===== src/rtl/p_comp_pkg.sv =====
`default_nettype none
// ============================================================================
// Module   : p_comp_pkg
// Brief    : Shared constants, FSM state type and LFSR step for the p-bit sampler.
// Revision : 1.0 - initial release
// ============================================================================
package p_comp_pkg;

    localparam int ACT_W   = 4;
    localparam int ACT_MID = 8;
    localparam int ACT_MAX = 15;
    localparam int LFSR_W  = 16;

    localparam logic [LFSR_W-1:0] LFSR_POLY    = 16'hB400;
    localparam logic [LFSR_W-1:0] DEFAULT_SEED = 16'hACE1;

    typedef enum logic [1:0] {
        IDLE   = 2'd0,
        SAMPLE = 2'd1,
        SETTLE = 2'd2
    } state_t;

    // Galois form, shifting right: the bit falling out of bit 0 folds the taps back in.
    function automatic logic [LFSR_W-1:0] lfsr_step(input logic [LFSR_W-1:0] v);
        return (v >> 1) ^ (v[0] ? LFSR_POLY : '0);
    endfunction

endpackage
`default_nettype wire


===== src/rtl/p_lfsr.sv =====
`default_nettype none
// ============================================================================
// Module   : p_lfsr
// Brief    : 16-bit Galois LFSR with advance, load and zero-seed substitution.
// Revision : 1.0 - initial release
// ============================================================================
module p_lfsr
    import p_comp_pkg::*;
#(
    parameter logic [LFSR_W-1:0] SEED = DEFAULT_SEED
) (
    input  logic              clk,
    input  logic              rst,
    input  logic              i_advance,
    input  logic              i_load,
    input  logic [LFSR_W-1:0] i_load_val,
    output logic [LFSR_W-1:0] o_value
);

    logic [LFSR_W-1:0] r_value;

    // A zero state would lock up the register, so a zero load falls back to SEED.
    always_ff @(posedge clk) begin
        if (rst) begin
            r_value <= SEED;
        end else if (i_load) begin
            r_value <= (i_load_val == '0) ? SEED : i_load_val;
        end else if (i_advance) begin
            r_value <= lfsr_step(r_value);
        end
    end

    assign o_value = r_value;

endmodule
`default_nettype wire


===== src/rtl/p_bit_sampler.sv =====
`default_nettype none
// ============================================================================
// Module   : p_bit_sampler
// Brief    : Sequential Gibbs-update p-bit array driven by LFSR random nibbles.
//            Optional clamp ports enabled by macro PBIT_CLAMP_EN.
// Revision : 1.0 - initial release
// ============================================================================
module p_bit_sampler
    import p_comp_pkg::*;
#(
    parameter int          N_PBITS       = 5,
    parameter int          ACT_W         = 4,
    parameter int          SETTLE_CYCLES = 1,
    parameter logic [15:0] SEED          = 16'hACE1
) (
    input  logic                       clk,
    input  logic                       rst,
    input  logic                       run,
    input  logic [ACT_W*N_PBITS-1:0]   act_in,
    input  logic                       seed_load,
    input  logic [15:0]                seed_val,
`ifdef PBIT_CLAMP_EN
    input  logic [N_PBITS-1:0]         clamp_mask,
    input  logic [N_PBITS-1:0]         clamp_val,
`endif
    output logic [N_PBITS-1:0]         spins,
    output logic                       busy,
    output logic                       sweep_done,
    output logic [15:0]                sweep_count
);

    localparam int IDX_W = (N_PBITS > 1) ? $clog2(N_PBITS) : 1;

    state_t               r_state, w_state_nxt;
    logic [N_PBITS-1:0]   r_spins, w_spins_nxt;
    logic [IDX_W-1:0]     r_idx, w_idx_nxt;
    logic [2:0]           r_cnt, w_cnt_nxt;
    logic [15:0]          r_sweep_count, w_count_nxt;
    logic                 w_advance;
    logic                 w_sweep_end;
    logic                 w_sample;
    logic [15:0]          w_lfsr;
    logic [ACT_W-1:0]     w_act;

    p_lfsr #(
        .SEED       (SEED)
    ) u_lfsr (
        .clk        (clk),
        .rst        (rst),
        .i_advance  (w_advance),
        .i_load     (seed_load),
        .i_load_val (seed_val),
        .o_value    (w_lfsr)
    );

    assign w_act    = act_in[int'(r_idx)*ACT_W +: ACT_W];
    assign w_sample = (w_act > ACT_W'(w_lfsr[3:0]));

    always_comb begin
        w_state_nxt = r_state;
        w_spins_nxt = r_spins;
        w_idx_nxt   = r_idx;
        w_cnt_nxt   = r_cnt;
        w_count_nxt = r_sweep_count;
        w_advance   = 1'b0;
        w_sweep_end = 1'b0;
        case (r_state)
            IDLE: begin
                if (run) begin
                    w_state_nxt = SAMPLE;
                    w_idx_nxt   = '0;
                end
            end
            SAMPLE: begin
                w_spins_nxt[r_idx] = w_sample;
`ifdef PBIT_CLAMP_EN
                if (clamp_mask[r_idx]) begin
                    w_spins_nxt[r_idx] = clamp_val[r_idx];
                end
`endif
                w_advance   = 1'b1;
                w_cnt_nxt   = 3'(SETTLE_CYCLES - 1);
                w_state_nxt = SETTLE;
            end
            SETTLE: begin
                if (r_cnt != 3'd0) begin
                    w_cnt_nxt = r_cnt - 3'd1;
                end else if (r_idx != IDX_W'(N_PBITS - 1)) begin
                    w_idx_nxt   = r_idx + IDX_W'(1);
                    w_state_nxt = SAMPLE;
                end else begin
                    w_sweep_end = 1'b1;
                    w_count_nxt = r_sweep_count + 16'd1;
                    w_idx_nxt   = '0;
                    w_state_nxt = run ? SAMPLE : IDLE;
                end
            end
            default: begin
                w_state_nxt = IDLE;
            end
        endcase
`ifdef PBIT_CLAMP_EN
        if (r_state == IDLE) begin
            w_spins_nxt = (r_spins & ~clamp_mask) | (clamp_val & clamp_mask);
        end
`endif
    end

    always_ff @(posedge clk) begin
        if (rst) begin
            r_state       <= IDLE;
            r_spins       <= '0;
            r_idx         <= '0;
            r_cnt         <= '0;
            r_sweep_count <= '0;
        end else begin
            r_state       <= w_state_nxt;
            r_spins       <= w_spins_nxt;
            r_idx         <= w_idx_nxt;
            r_cnt         <= w_cnt_nxt;
            r_sweep_count <= w_count_nxt;
        end
    end

    // Pulse spans the final SETTLE cycle, so busy drops one cycle after it;
    // a reset in that cycle suppresses it.
    assign sweep_done  = w_sweep_end & ~rst;
    assign busy        = (r_state != IDLE);
    assign spins       = r_spins;
    assign sweep_count = r_sweep_count;

endmodule
`default_nettype wire


===== config.mk =====
export PLATFORM = sky130hd
export DESIGN_NAME = p_bit_sampler
export DESIGN_NICKNAME = d
export VERILOG_FILES = /design/src/rtl/p_comp_pkg.sv /design/src/rtl/p_lfsr.sv /design/src/rtl/p_bit_sampler.sv
export SDC_FILE = /design/constraint.sdc
export NUM_CORES = 1
export LEC_CHECK = 0
export ABC_AREA = 1
export ABC_CLOCK_PERIOD_IN_PS = 2720
export BUFFER_PORTS_ARGS = -buffer_cell sky130_fd_sc_hd__buf_4
export CORE_AREA = 5 5 92 94
export CTS_CLUSTER_SIZE = 28
export DETAILED_ROUTE_END_ITERATION = 16
export DIE_AREA = 0 0 97 99
export PLACE_DENSITY = 0.58
export SYNTH_ARGS = -nofsm -noshare
export SYNTH_HDL_FRONTEND = slang
export SYNTH_HIERARCHICAL = 1
export SYNTH_SLANG_ARGS = --single-unit

===== constraint.sdc =====
create_clock -name clk -period 2.72 [get_ports clk]
set_input_delay 0.408 -clock clk [delete_from_list [all_inputs] [get_ports clk]]
set_output_delay 0.408 -clock clk [all_outputs]
set_load 0.01 [all_outputs]

==> results.json <==
{
  "ctsHoldBuffers": 0,
  "setup_tns_ns": 0,
  "syn_avg_cell_area_um2": 6.58,
  "reg2reg_from": "r_idx[0]",
  "ant_nets": 0,
  "syn_inst": 390,
  "cellPowerDensity_nw_per_um2": 469,
  "setup_violations": 0,
  "synth-seq-cells": 45,
  "yosysUniqueCellTypes": 31,
  "hold_start": "seed_val[3]",
  "cts_tree": "yes",
  "status": "finished clean",
  "synth.area.top_cells": "dfxtp_1 (35%), nand2_1 (14%), nor2_1 (9.8%)",
  "drtPass1Iterations": 4,
  "hold_violations": 0,
  "synth_ff_type": "dfxtp_1",
  "syn_area_um2": 2560,
  "numCtsBuffers": 5,
  "dieArea_um2": 9600,
  "dpl_cell_area_um2": 3070,
  "fmax_ghz": 0.463,
  "start_util_pct": 33.9,
  "drt_iter0_drc": 97,
  "nets": 497,
  "antenna_found_initial": 0,
  "holdPathEnd": "u_lfsr/o_value[3]",
  "required_ns": 2.88,
  "grt_max_degree": 21,
  "path_common_cell": "nand2_1",
  "post_cts_resized": 0,
  "r2r_end": "spins[4]",
  "hold_depth": 3,
  "layout-drive-gt1-share_pct": 18.7,
  "gp_congestion": 0.815,
  "post-cts-setup-buffers": 0,
  "synth_most_common_cell": "nand2_1",
  "core-area_um2": 7570,
  "pin_count": 63,
  "post-route-period-util_pct": 79.5,
  "slew_headroom_pct": 57.6,
  "drv_slew": 0,
  "area_growth_pct": 24.4,
  "layout_min_cycle_time_ns": 2.16,
  "vias_per_cell": 4.61,
  "maxCapViolations": 0,
  "worst_ir_drop_vdd_mv": 0.200,
  "fin_skew_ns": 0.00855,
  "synth_edf_count": 0,
  "root_buffer": "clkbuf_8",
  "final_util_pct": 42.2,
  "worstPathArrival_ns": 2.32,
  "yosysWarnings": 6,
  "yosysSeqAreaShare_pct": 35.1,
  "grt_pass1_wl_mm": 10.6,
  "worst-r2r-setup-slack_ns": 0.56,
  "hpwl_mm": 4.87,
  "die_y_um": 99,
  "critPathMaxFanout": 9,
  "clk_path_buf_depth": 2,
  "fin_area_um2": 3190,
  "yosysTopAreaCell": "dfxtp_1",
  "worst_setup_path_start_kind": "flip-flop",
  "rows": 32,
  "r2r_cells": 9,
  "cp_slowest_cell": "dfxtp_1",
  "clkTransAtPathRegs_ns": 0.08,
  "clk_latency_ns": 0.29,
  "cts.htree.levels": 2,
  "worstMarginPinSlew_ns": 0.636,
  "cp-end-kind": "flip-flop",
  "total_power_mw": 1.50,
  "nFillCells": 826,
  "wl_mm": 6.27,
  "critPathMaxStageDelay_ns": 0.50,
  "port_buffers": 62,
  "diodes": 0,
  "rsz0062_at_grt": "false",
  "syn-num-nets": 439,
  "hp-class": "input pin to flip-flop",
  "synthTopCellsByCount": "nand2_1 (94), nor2_1 (67), dfxtp_1 (45), inv_1 (45), a21oi_1 (34)",
  "path_cells": "inv_2 -> nand3_1 -> inv_1 -> nand2_1 -> nand4_1 -> ha_1 -> nand2_1 -> o21ai_0 -> a21oi_1",
  "synthDominantCellAreaShare_pct": 35.1,
  "cts.sinks": 45,
  "die_x_um": 97,
  "track_usage_pct": 13.1,
  "async_flop_share_pct": 0,
  "path_class": "flip-flop to flip-flop",
  "grt_pass1_vias": 2455,
  "drc": 0,
  "grt_overflow": 0,
  "vias": 2542,
  "leakagePower_nw": 1.50,
  "wl_per_cell_um": 11.4
}
-- cell type report --
class / instances / area (um^2) / share of cell area, %
clock buffers: 7 / 86.3 / 2.71
clock inverters: 1 / 30.0 / 0.941
inverters: 49 / 189 / 5.92
multi-input cells: 285 / 1390 / 43.6
flip-flops and latches: 45 / 901 / 28.2
well taps: 102 / 128 / 4.00
repair buffers: 62 / 465 / 14.6
-- kinds of logic (layout without fill, tap and decap cells) --
| kind of cell | after synthesis | after routing | synth area share (%) |
|---|---|---|---|
| buf+inv | 60 | 119 | 10.6 |
| compound gates | 76 | 76 | 15.4 |
| flops | 45 | 45 | 35.1 |
| xor+xnor | 3 | 3 | 1.02 |
| fa+ha+maj | 9 | 9 | 4.39 |
| simple gates | 197 | 197 | 33.5 |
-- how the worst max path moves through the flow --
stage / startpoint / end / slack (ns) / depth (start not counted)
2_1_floorplan: r_idx[0] / spins[0] / 0.96 / 10
6_report: r_idx[0] / spins[4] / 0.56 / 9
5_1_grt: r_idx[0] / spins[3] / 0.37 / 9
4_1_cts: r_idx[0] / spins[4] / 0.59 / 9
3_5_place_dp: r_idx[0] / spins[4] / 0.62 / 9
3_3_place_gp: r_idx[0] / spins[0] / 0.68 / 9
-- registers in the layout, indices dropped and copies added (netlist names) --
name and cells:
r_cnt 3, r_idx 3, spins 5, r_state 2, sweep_count 16, u_lfsr/o_value 16
-- power breakdown --
| group | leakage, nW | switching (mW) | internal [mW] |
|---|---|---|---|
| logic | 1.07 | 0.150 | 0.114 |
| registers | 0.367 | 0.0229 | 0.688 |
| clock network | 0.0585 | 0.222 | 0.300 |
-- worst max-delay path, delay by kind of cell (launching register included) --
family / cells / cell delay [ns]
buffers and inverters: 2 / 0.23
adders and majority gates: 1 / 0.31
AOI/OAI and AO/OA: 2 / 0.59
DFF: 1 / 0.50
and+or+nand+nor: 4 / 0.39
-- routing by layer --
layer / global-route usage (%) / part of all wire (%) / vias up / wire length, um
met2: 22.7 / 48 / 46 / 2990
met1: 16.4 / 48 / 1127 / 2990
met3: 3.04 / 3.5 / 7 / 222
li1: - / - / 1362 / -
met4: 3.46 / 1.2 / 0 / 74
met5: 0 / 0 / - / 0
-- placed cells by master, fill, tap and decap left out, types with 2 or more instances in the layout --
cell type and count:
nor2_8 2, nor2_2 3, nand3_1 11, nor2_1 67, nand3_2 2, inv_2 3
a211oi_1 2, nand4_1 6, a21oi_1 34, buf_4 62, dfxtp_1 45, nand2_1 94
clkbuf_8 6, nor2_4 2, nor3_1 7, xnor2_1 2, inv_1 45, ha_1 9
o22ai_1 2, o21ai_0 32, o21ai_1 4
-- stage by stage --
| step | hold slack, ns | worst slack, ns | std cells |
|---|---|---|---|
| 6_report | 0.369 | 0.558 | 551 |
| 2_1_floorplan | 0.435 | 0.960 | 390 |
| 4_1_cts | 0.358 | 0.585 | 551 |
| 5_1_grt | 0.364 | 0.372 | 551 |
| 3_3_place_gp | 0.458 | 0.678 | 543 |
| 3_5_place_dp | 0.463 | 0.616 | 543 |
Power figures use the tool's default switching activity.
